<file path="src/rtl/vga_timing_pkg.sv">
// Shared 640x480@60 timing constants, counter sizing helper and lock-state encoding
// for the VGA output stage.
package vga_timing_pkg;

  localparam int VGA_TOTAL_COLS    = 800;
  localparam int VGA_TOTAL_ROWS    = 525;
  localparam int VGA_ACTIVE_COLS   = 640;
  localparam int VGA_ACTIVE_ROWS   = 480;
  localparam int VGA_H_FRONT_PORCH = 16;
  localparam int VGA_H_BACK_PORCH  = 48;
  localparam int VGA_V_FRONT_PORCH = 10;
  localparam int VGA_V_BACK_PORCH  = 33;

  typedef enum logic {
    UNLOCKED = 1'b0,
    LOCKED   = 1'b1
  } lock_state_t;

  // Bits needed to count 0..total-1 (at least one bit).
  function automatic int cnt_width(input int total);
    return (total > 1) ? $clog2(total) : 1;
  endfunction

endpackage

</file>
<file path="src/rtl/porch_frame_count.sv">
// Frame-start detection and column/row position counters; flags a frame start that
// arrives anywhere other than right after the last pixel of a frame.
module porch_frame_count #(
  parameter int TOTAL_COLS = 800,
  parameter int TOTAL_ROWS = 525,
  parameter int COL_W      = 10,
  parameter int ROW_W      = 10
) (
  input  logic             i_clk,
  input  logic             i_rst_n,
  input  logic             i_vsync,
  input  logic             vsync_d,
  output logic [COL_W-1:0] col,
  output logic [ROW_W-1:0] row,
  output logic             fs,
  output logic             fs_unexpected
);

  localparam logic [COL_W-1:0] COL_LAST = COL_W'(TOTAL_COLS - 1);
  localparam logic [ROW_W-1:0] ROW_LAST = ROW_W'(TOTAL_ROWS - 1);

  logic [COL_W-1:0] col_reg;
  logic [ROW_W-1:0] row_reg;
  logic             at_last;

  assign fs            = i_vsync & ~vsync_d;
  assign at_last       = (col_reg == COL_LAST) && (row_reg == ROW_LAST);
  assign fs_unexpected = fs & ~at_last;

  // A frame start re-anchors the counters onto the pixel being captured this edge.
  always_ff @(posedge i_clk) begin
    if (!i_rst_n) begin
      col_reg <= '0;
      row_reg <= '0;
    end else if (fs) begin
      col_reg <= '0;
      row_reg <= '0;
    end else if (col_reg == COL_LAST) begin
      col_reg <= '0;
      row_reg <= (row_reg == ROW_LAST) ? '0 : row_reg + ROW_W'(1);
    end else begin
      col_reg <= col_reg + COL_W'(1);
    end
  end

  assign col = col_reg;
  assign row = row_reg;

endmodule

</file>
<file path="src/rtl/vga_sync_porch.sv">
// VGA output stage: regenerates negative-polarity hsync/vsync with porches from the
// upstream active flags, blanks video outside the visible area and reports lock/resync.
module vga_sync_porch
  import vga_timing_pkg::*;
#(
  parameter int VIDEO_WIDTH   = 3,
  parameter int TOTAL_COLS    = VGA_TOTAL_COLS,
  parameter int TOTAL_ROWS    = VGA_TOTAL_ROWS,
  parameter int ACTIVE_COLS   = VGA_ACTIVE_COLS,
  parameter int ACTIVE_ROWS   = VGA_ACTIVE_ROWS,
  parameter int H_FRONT_PORCH = VGA_H_FRONT_PORCH,
  parameter int H_BACK_PORCH  = VGA_H_BACK_PORCH,
  parameter int V_FRONT_PORCH = VGA_V_FRONT_PORCH,
  parameter int V_BACK_PORCH  = VGA_V_BACK_PORCH
) (
  input  logic                   i_clk,
  input  logic                   i_rst_n,
  input  logic                   i_hsync,
  input  logic                   i_vsync,
  input  logic [VIDEO_WIDTH-1:0] i_red_video,
  input  logic [VIDEO_WIDTH-1:0] i_green_video,
  input  logic [VIDEO_WIDTH-1:0] i_blue_video,
  output logic                   o_hsync,
  output logic                   o_vsync,
  output logic [VIDEO_WIDTH-1:0] o_red_video,
  output logic [VIDEO_WIDTH-1:0] o_green_video,
  output logic [VIDEO_WIDTH-1:0] o_blue_video,
  output logic                   o_locked,
  output logic                   o_resync_err
);

  localparam int COL_W = cnt_width(TOTAL_COLS);
  localparam int ROW_W = cnt_width(TOTAL_ROWS);

  localparam logic [COL_W-1:0] H_START = COL_W'(ACTIVE_COLS + H_FRONT_PORCH);
  localparam logic [COL_W-1:0] H_END   = COL_W'(TOTAL_COLS - H_BACK_PORCH - 1);
  localparam logic [ROW_W-1:0] V_START = ROW_W'(ACTIVE_ROWS + V_FRONT_PORCH);
  localparam logic [ROW_W-1:0] V_END   = ROW_W'(TOTAL_ROWS - V_BACK_PORCH - 1);
  localparam logic [COL_W-1:0] H_ACT   = COL_W'(ACTIVE_COLS);
  localparam logic [ROW_W-1:0] V_ACT   = ROW_W'(ACTIVE_ROWS);

  if (TOTAL_COLS - H_BACK_PORCH - ACTIVE_COLS - H_FRONT_PORCH < 1) begin : g_bad_h
    $error("vga_sync_porch: horizontal porches leave no hsync pulse");
  end
  if (TOTAL_ROWS - V_BACK_PORCH - ACTIVE_ROWS - V_FRONT_PORCH < 1) begin : g_bad_v
    $error("vga_sync_porch: vertical porches leave no vsync pulse");
  end

  // Stage 1: raw capture of the upstream pixel.
  logic                   vsync_d;
  logic                   hsync_d;
  logic [VIDEO_WIDTH-1:0] red_d, green_d, blue_d;

  always_ff @(posedge i_clk) begin
    if (!i_rst_n) begin
      vsync_d <= 1'b0;
      hsync_d <= 1'b0;
      red_d   <= '0;
      green_d <= '0;
      blue_d  <= '0;
    end else begin
      vsync_d <= i_vsync;
      hsync_d <= i_hsync;
      red_d   <= i_red_video;
      green_d <= i_green_video;
      blue_d  <= i_blue_video;
    end
  end

  // Horizontal position comes from the counters; the captured hsync is kept only for alignment.
  logic unused_hsync;
  assign unused_hsync = hsync_d;

  logic [COL_W-1:0] col;
  logic [ROW_W-1:0] row;
  logic             fs;
  logic             fs_unexpected;

  porch_frame_count #(
    .TOTAL_COLS(TOTAL_COLS),
    .TOTAL_ROWS(TOTAL_ROWS),
    .COL_W     (COL_W),
    .ROW_W     (ROW_W)
  ) u_frame_count (
    .i_clk        (i_clk),
    .i_rst_n      (i_rst_n),
    .i_vsync      (i_vsync),
    .vsync_d      (vsync_d),
    .col          (col),
    .row          (row),
    .fs           (fs),
    .fs_unexpected(fs_unexpected)
  );

  lock_state_t state_reg, state_next;
  logic        err_pend_reg, err_pend_next;

  always_ff @(posedge i_clk) begin
    if (!i_rst_n) begin
      state_reg    <= UNLOCKED;
      err_pend_reg <= 1'b0;
    end else begin
      state_reg    <= state_next;
      err_pend_reg <= err_pend_next;
    end
  end

  always_comb begin
    state_next    = state_reg;
    err_pend_next = 1'b0;
    case (state_reg)
      UNLOCKED: if (fs) state_next = LOCKED;
      LOCKED:   err_pend_next = fs_unexpected;
      default:  state_next = UNLOCKED;
    endcase
  end

  // Stage 2: sync/blanking decode of the stage-1 pixel at (col,row).
  logic                   hsync_next, vsync_next, locked_next;
  logic [VIDEO_WIDTH-1:0] red_next, green_next, blue_next;
  logic                   visible;

  always_comb begin
    hsync_next  = 1'b1;
    vsync_next  = 1'b1;
    red_next    = '0;
    green_next  = '0;
    blue_next   = '0;
    locked_next = (state_reg == LOCKED);
    visible     = (col < H_ACT) && (row < V_ACT);
    if (state_reg == LOCKED) begin
      hsync_next = ~((col >= H_START) && (col <= H_END));
      vsync_next = ~((row >= V_START) && (row <= V_END));
      if (visible) begin
        red_next   = red_d;
        green_next = green_d;
        blue_next  = blue_d;
      end
    end
  end

  logic                   hsync_reg, vsync_reg, locked_reg, err_reg;
  logic [VIDEO_WIDTH-1:0] red_reg, green_reg, blue_reg;

  always_ff @(posedge i_clk) begin
    if (!i_rst_n) begin
      hsync_reg  <= 1'b1;
      vsync_reg  <= 1'b1;
      red_reg    <= '0;
      green_reg  <= '0;
      blue_reg   <= '0;
      locked_reg <= 1'b0;
      err_reg    <= 1'b0;
    end else begin
      hsync_reg  <= hsync_next;
      vsync_reg  <= vsync_next;
      red_reg    <= red_next;
      green_reg  <= green_next;
      blue_reg   <= blue_next;
      locked_reg <= locked_next;
      err_reg    <= err_pend_reg;
    end
  end

  assign o_hsync       = hsync_reg;
  assign o_vsync       = vsync_reg;
  assign o_red_video   = red_reg;
  assign o_green_video = green_reg;
  assign o_blue_video  = blue_reg;
  assign o_locked      = locked_reg;
  assign o_resync_err  = err_reg;

endmodule

</file>
<file path="config.mk">
export PLATFORM = sky130hd
export DESIGN_NAME = vga_sync_porch
export DESIGN_NICKNAME = d
export VERILOG_FILES = /design/src/rtl/vga_timing_pkg.sv /design/src/rtl/porch_frame_count.sv /design/src/rtl/vga_sync_porch.sv
export SDC_FILE = /design/constraint.sdc
export NUM_CORES = 1
export LEC_CHECK = 0
export BUFFER_PORTS_ARGS = -buffer_cell sky130_fd_sc_hd__buf_2
export CORE_UTILIZATION = 50
export CTS_CLUSTER_DIAMETER = 200
export DETAILED_ROUTE_END_ITERATION = 12
export PLACE_DENSITY = 0.72
export SYNTH_ARGS = -nofsm -noshare
export SYNTH_HDL_FRONTEND = slang
export SYNTH_HIERARCHICAL = 1
export SYNTH_SLANG_ARGS = --single-unit
export TNS_END_PERCENT = 5
</file>
<file path="constraint.sdc">
create_clock -name i_clk -period 4.2 [get_ports i_clk]
set_clock_uncertainty 0.2 [all_clocks]
set_input_delay 0.84 -clock i_clk [delete_from_list [all_inputs] [get_ports i_clk]]
set_output_delay 0.84 -clock i_clk [all_outputs]
set_load 0.02 [all_outputs]
</file>
* Word level (Yosys, flattened, before mapping)
Index checks and enable logic that the tools add are counted. Widths: inputs -> output; s select.
Storage, ports and cells: flip-flop bits (word level) 45, latch bits 0, bits in writable memories 0, bits in read-only memories 0, word-level logic and storage cells 43, memories 0
Operators by class: add/sub/neg operators 2, multiply operators 0, divide/modulo/power cells 0, order comparisons 6, equality and inequality tests 2, shift-type cells 0, mux-type cells 3, bitwise logic cells 7, reductions and logical operators 8
Operator list (number):
- $add 10x1->10 const B | 2
- $eq 10x10->1 const B | 2
- $ge 10x10->1 const B | 1
- $ge 10x9->1 const B | 1
- $le 10x10->1 const B | 1
- $le 10x9->1 const B | 1
- $lt 10x10->1 const B | 1
- $lt 10x9->1 const B | 1
- $mux 10 | 1
- $not 1->1 | 5
- $logic_and 1x1->1 | 4
- $reduce_and 3->1 | 1
- $reduce_or 3->1 | 1
- $and 1x1->1 | 2
- $mux 1 | 2
- $reduce_and 2->1 | 1
- $reduce_or 2->1 | 1

* Depth between registers and ports, before layout
depth after elaboration 4, depth in mapped cells 7

* By module
The synthesis kept the hierarchy.
Modules (own cells, without submodules):
- porch_frame_count | times used 1, cells each 110, area an instance 962.2 um^2
- vga_sync_porch | times used 1, cells each 62, area an instance 742.0 um^2

* Worst setup path before layout
No wires, ideal clock.
kind reg-to-reg, start point register u_frame_count.col_reg[0] (netlist: u_frame_count/col[0]), end point register u_frame_count.row_reg[9] (netlist: u_frame_count/row[9]), setup time 66 ps, data arrival time 1550 ps, required time 3934 ps, setup slack 2383 ps, cell stages (with the launch flop) 6, buffers on the path 0, path through dfxtp_1 ha_1 and4_1 nand3_2 or4_4 a21oi_2
On the way: cells in the longest elaborated chain, start to end 1
RTL lines:
- start: declaration | line porch_frame_count.sv:22 | logic [COL_W-1:0] col_reg;
- start signal: assignment | line porch_frame_count.sv:42 | col_reg <= col_reg + COL_W'(1);
- $eq 10x10->1 | line porch_frame_count.sv:38 | end else if (col_reg == COL_LAST) begin
- end signal: assignment | line porch_frame_count.sv:40 | row_reg <= (row_reg == ROW_LAST) ? '0 : row_reg + ROW_W'(1);
- end: declaration | line porch_frame_count.sv:23 | logic [ROW_W-1:0] row_reg;
Every way passes these cells. A chain may end at the register's enable or synchronous reset.

* Worst setup path in the final report
Ends and elaborated chain as after synthesis.

==> insert_results.sql <==
INSERT INTO impl_metrics (metric_group, metric, value, unit) VALUES
('synth', 'most_used_dff_post_synth', 'sky130_fd_sc_hd__dfxtp_1', ''),
('critical_path', 'crit_arrival', '2.33', 'ns'),
('finish', 'ff_latch_area', '900.9', 'um2'),
('floorplanning', 'fp.coreArea', '3153', 'um2'),
('clocking', 'insertion_delay', '0.35', 'ns'),
('sta', 'period_share', '0.5347', ''),
('synth', 'post_synth_main_area_contributors', 'sky130_fd_sc_hd__dfxtp_1 53%, sky130_fd_sc_hd__and2_1 8.1%, sky130_fd_sc_hd__nor2_1 3.7%', ''),
('global_route', 'grt_antenna_before_repair', '0', ''),
('global_route', 'grt_usage', '0.1912', ''),
('synth', 'synthDominantCellAreaShare', '0.5286', ''),
('synth', 'synth-edff-count', '0', ''),
('floorplanning', 'floorplan.die.height', '60.38', 'um'),
('sta', 'timing.fmax', '445.3', 'MHz'),
('power', 'max-vdd-ir-drop', '0.0002029', 'V'),
('critical_path', 'r2r.worst_path.cells', '5', ''),
('finish', 'multi_input_area', '760.7', 'um2'),
('job', 'cap_viol_max_count', '0', ''),
('clocking', 'ctsHoldBuffers', '0', ''),
('synth', 'syn_avg_cell_area', '9.908', 'um2'),
('finish', 'fillers', '307', ''),
('placement', 'dp.final_hpwl', '2.120', 'mm'),
('floorplanning', 'dieArea', '3646', 'um2'),
('global_route', 'grt_pass1_vias', '1147', ''),
('worst_hold_path', 'worst_hold_path.endpoint', 'o_green_video[0]', ''),
('sta', 'worstMarginPinSlew', '0.4497', 'ns'),
('critical_path', 'worst_path_cell_with_the_longest_stage_delay', 'sky130_fd_sc_hd__or4_4', ''),
('finish', 'n_antenna_cell', '0', ''),
('synth', 'leading_area_contributor_after_synthesis', 'sky130_fd_sc_hd__dfxtp_1', ''),
('power', 'clock_power_share', '0.292', ''),
('detailed_routing', 'postRouteWirelength', '2.916', 'mm'),
('synth', 'synth.yosys.warnings', '6', ''),
('detailed_routing', 'drt_pre_antenna_iters', '4', ''),
('synth', 'async_flop_share', '0', ''),
('global_route', 'globalRoute.totalOverflow', '0', ''),
('worst_hold_path', 'holdPathStages', '1', ''),
('critical_path', 'regToRegSetupSlack', '1.95', 'ns'),
('clocking', 'ctsRootBufferMaster', 'sky130_fd_sc_hd__clkbuf_4', ''),
('finish', 'syn2layout_area_growth', '12.19', '%'),
('sta', 'min_period', '2.246', 'ns'),
('synth', 'postSynthRegisterBits', '45', ''),
('detailed_routing', 'number_of_nets_with_antenna_violations_after_routing', '0', ''),
('global_route', 'grt_first_pass_wirelength', '4.878', 'mm'),
('outcome', 'outcome', 'completed', ''),
('synth', 'syn-num-nets', '188', ''),
('worst_hold_path', 'timing.hold.worst.class', 'reg2reg', ''),
('clocking', 'tritoncts', 'built', ''),
('clocking', 'cts_sinks', '45', ''),
('clocking', 'cts_post_setup_buffers_inserted', '0', ''),
('critical_path', 'setup.worst_path.start_class', 'flop', ''),
('sta', 'maxSlewHeadroom', '0.7002', ''),
('placement', 'io_buffer_count', '24', ''),
('critical_path', 'reg2reg_from', 'u_frame_count/col[0]', ''),
('synth', 'synth-seq-area-share', '0.5286', ''),
('placement', 'globalplace.congestion', '0.8229', ''),
('detailed_routing', 'drcViolationCount', '0', ''),
('worst_hold_path', 'worstHoldStart', 'green_d[0]', ''),
('sta', 'final-setup-viol-count', '0', ''),
('critical_path', 'slowest_cell_delay_on_critical_path', '0.60', 'ns'),
('floorplanning', 'num_io_pins', '26', ''),
('detailed_routing', 'route.vias.total', '1246', ''),
('power', 'internal-power', '515.5', 'uW'),
('critical_path', 'timing.critical_path.cells', 'ha_1, and4_1, nand3_2, or4_4, a21oi_2', ''),
('floorplanning', 'rows', '20', ''),
('power', 'leakagePower', '0.7455', 'nW'),
('critical_path', 'end_kind', 'flop', ''),
('floorplanning', 'overall_die_width', '60.38', 'um'),
('sta', 'hold_fails_final_rpt', '0', ''),
('floorplanning', 'starting_utilization_of_the_core_area', '0.5405', ''),
('clocking', 'reg_clk_slew_reported_paths', '0.12', 'ns'),
('finish', 'share_of_post_route_cells_with_drive_strength_above_1', '0.1990', ''),
('critical_path', 'critical-path-top-delay-family', 'simple AND/OR/NAND/NOR gates', '');
## worst max-delay path by stage
stage	from	end	slack, ns	cells past startpoint
after floorplan	u_frame_count/col[0]	u_frame_count/row[9]	2.38	5
after global placement	u_frame_count/col[0]	u_frame_count/row[9]	2.07	5
after detailed placement	u_frame_count/col[0]	u_frame_count/row[9]	2.01	5
after CTS	u_frame_count/col[0]	u_frame_count/row[9]	1.96	5
after global routing	u_frame_count/col[0]	u_frame_count/row[9]	1.85	5
final	u_frame_count/col[0]	u_frame_count/row[9]	1.95	5
## layout by cell type (no fill, tap or decap), types with 6 or more instances in the layout
master	count
sky130_fd_sc_hd__inv_1	6
sky130_fd_sc_hd__xnor2_1	6
sky130_fd_sc_hd__or3_1	6
sky130_fd_sc_hd__a21oi_1	6
sky130_fd_sc_hd__o21ai_0	7
sky130_fd_sc_hd__buf_2	24
sky130_fd_sc_hd__and2_1	22
sky130_fd_sc_hd__dfxtp_1	45
sky130_fd_sc_hd__nand3_1	9
sky130_fd_sc_hd__nand2_1	9
sky130_fd_sc_hd__nor2_1	17
## metrics by stage
step / cell area, um2 / cells / utilization / setup slack [ns] / hold WS, ns
floorplan: 1704 / 172 / - / 2.383 / 0.2057
global placement: 1859 / 237 / 0.5897 / 2.067 / 0.2072
detailed placement: 1859 / 237 / 0.5897 / 2.006 / 0.2149
CTS: 1912 / 245 / 0.6063 / 1.964 / 0.2436
global route: 1912 / 245 / 0.6063 / 1.854 / 0.2569
finish: 1912 / 245 / 0.6063 / 1.954 / 0.2398
## cells by family after synthesis
kind of cell,synth area share
adders and majority gates,0.02203
AOI/OAI and AO/OA,0.06241
and+or+nand+nor,0.3047
buffers and inverters,0.02496
muxes,0.005874
xor gates and xnor gates,0.05139
DFF,0.5286
## layout make-up
type	instances	area share
repair buffers	24	0.06283
multi-input cells	118	0.3979
clock buffers	7	0.02356
inverters	6	0.01178
clock inverters	1	0.003927
flip-flops and latches	45	0.4712
well taps	44	0.02880
## routing by layer
layer / global-route usage / share of wire
met1: 0.2077 / 0.42
met5: 0 / 0
met4: 0.1096 / 0.022
met2: 0.3250 / 0.50
met3: 0.06397 / 0.050
## synthesized netlist by cell type, types with 4 or more instances
library cell	instances
sky130_fd_sc_hd__xor2_1	4
sky130_fd_sc_hd__and2_1	22
sky130_fd_sc_hd__nand4_1	4
sky130_fd_sc_hd__nor3_1	4
sky130_fd_sc_hd__o21ai_0	7
sky130_fd_sc_hd__nand2_1	9
sky130_fd_sc_hd__nor2_1	17
sky130_fd_sc_hd__a21oi_1	6
sky130_fd_sc_hd__or3_1	6
sky130_fd_sc_hd__xnor2_1	6
sky130_fd_sc_hd__dfxtp_1	45
sky130_fd_sc_hd__inv_1	6
sky130_fd_sc_hd__nand3_1	9
## power groups by stage
stage | Sequential, mW | Combinational (mW) | Clock, mW
floorplan | 0.452 | 0.0146 | 0
CTS | 0.440 | 0.0297 | 0.204
global route | 0.441 | 0.0330 | 0.219
global placement | 0.449 | 0.0281 | 0
finish | 0.440 | 0.0292 | 0.194
detailed placement | 0.450 | 0.0295 | 0
Power figures use the tool's default switching activity.
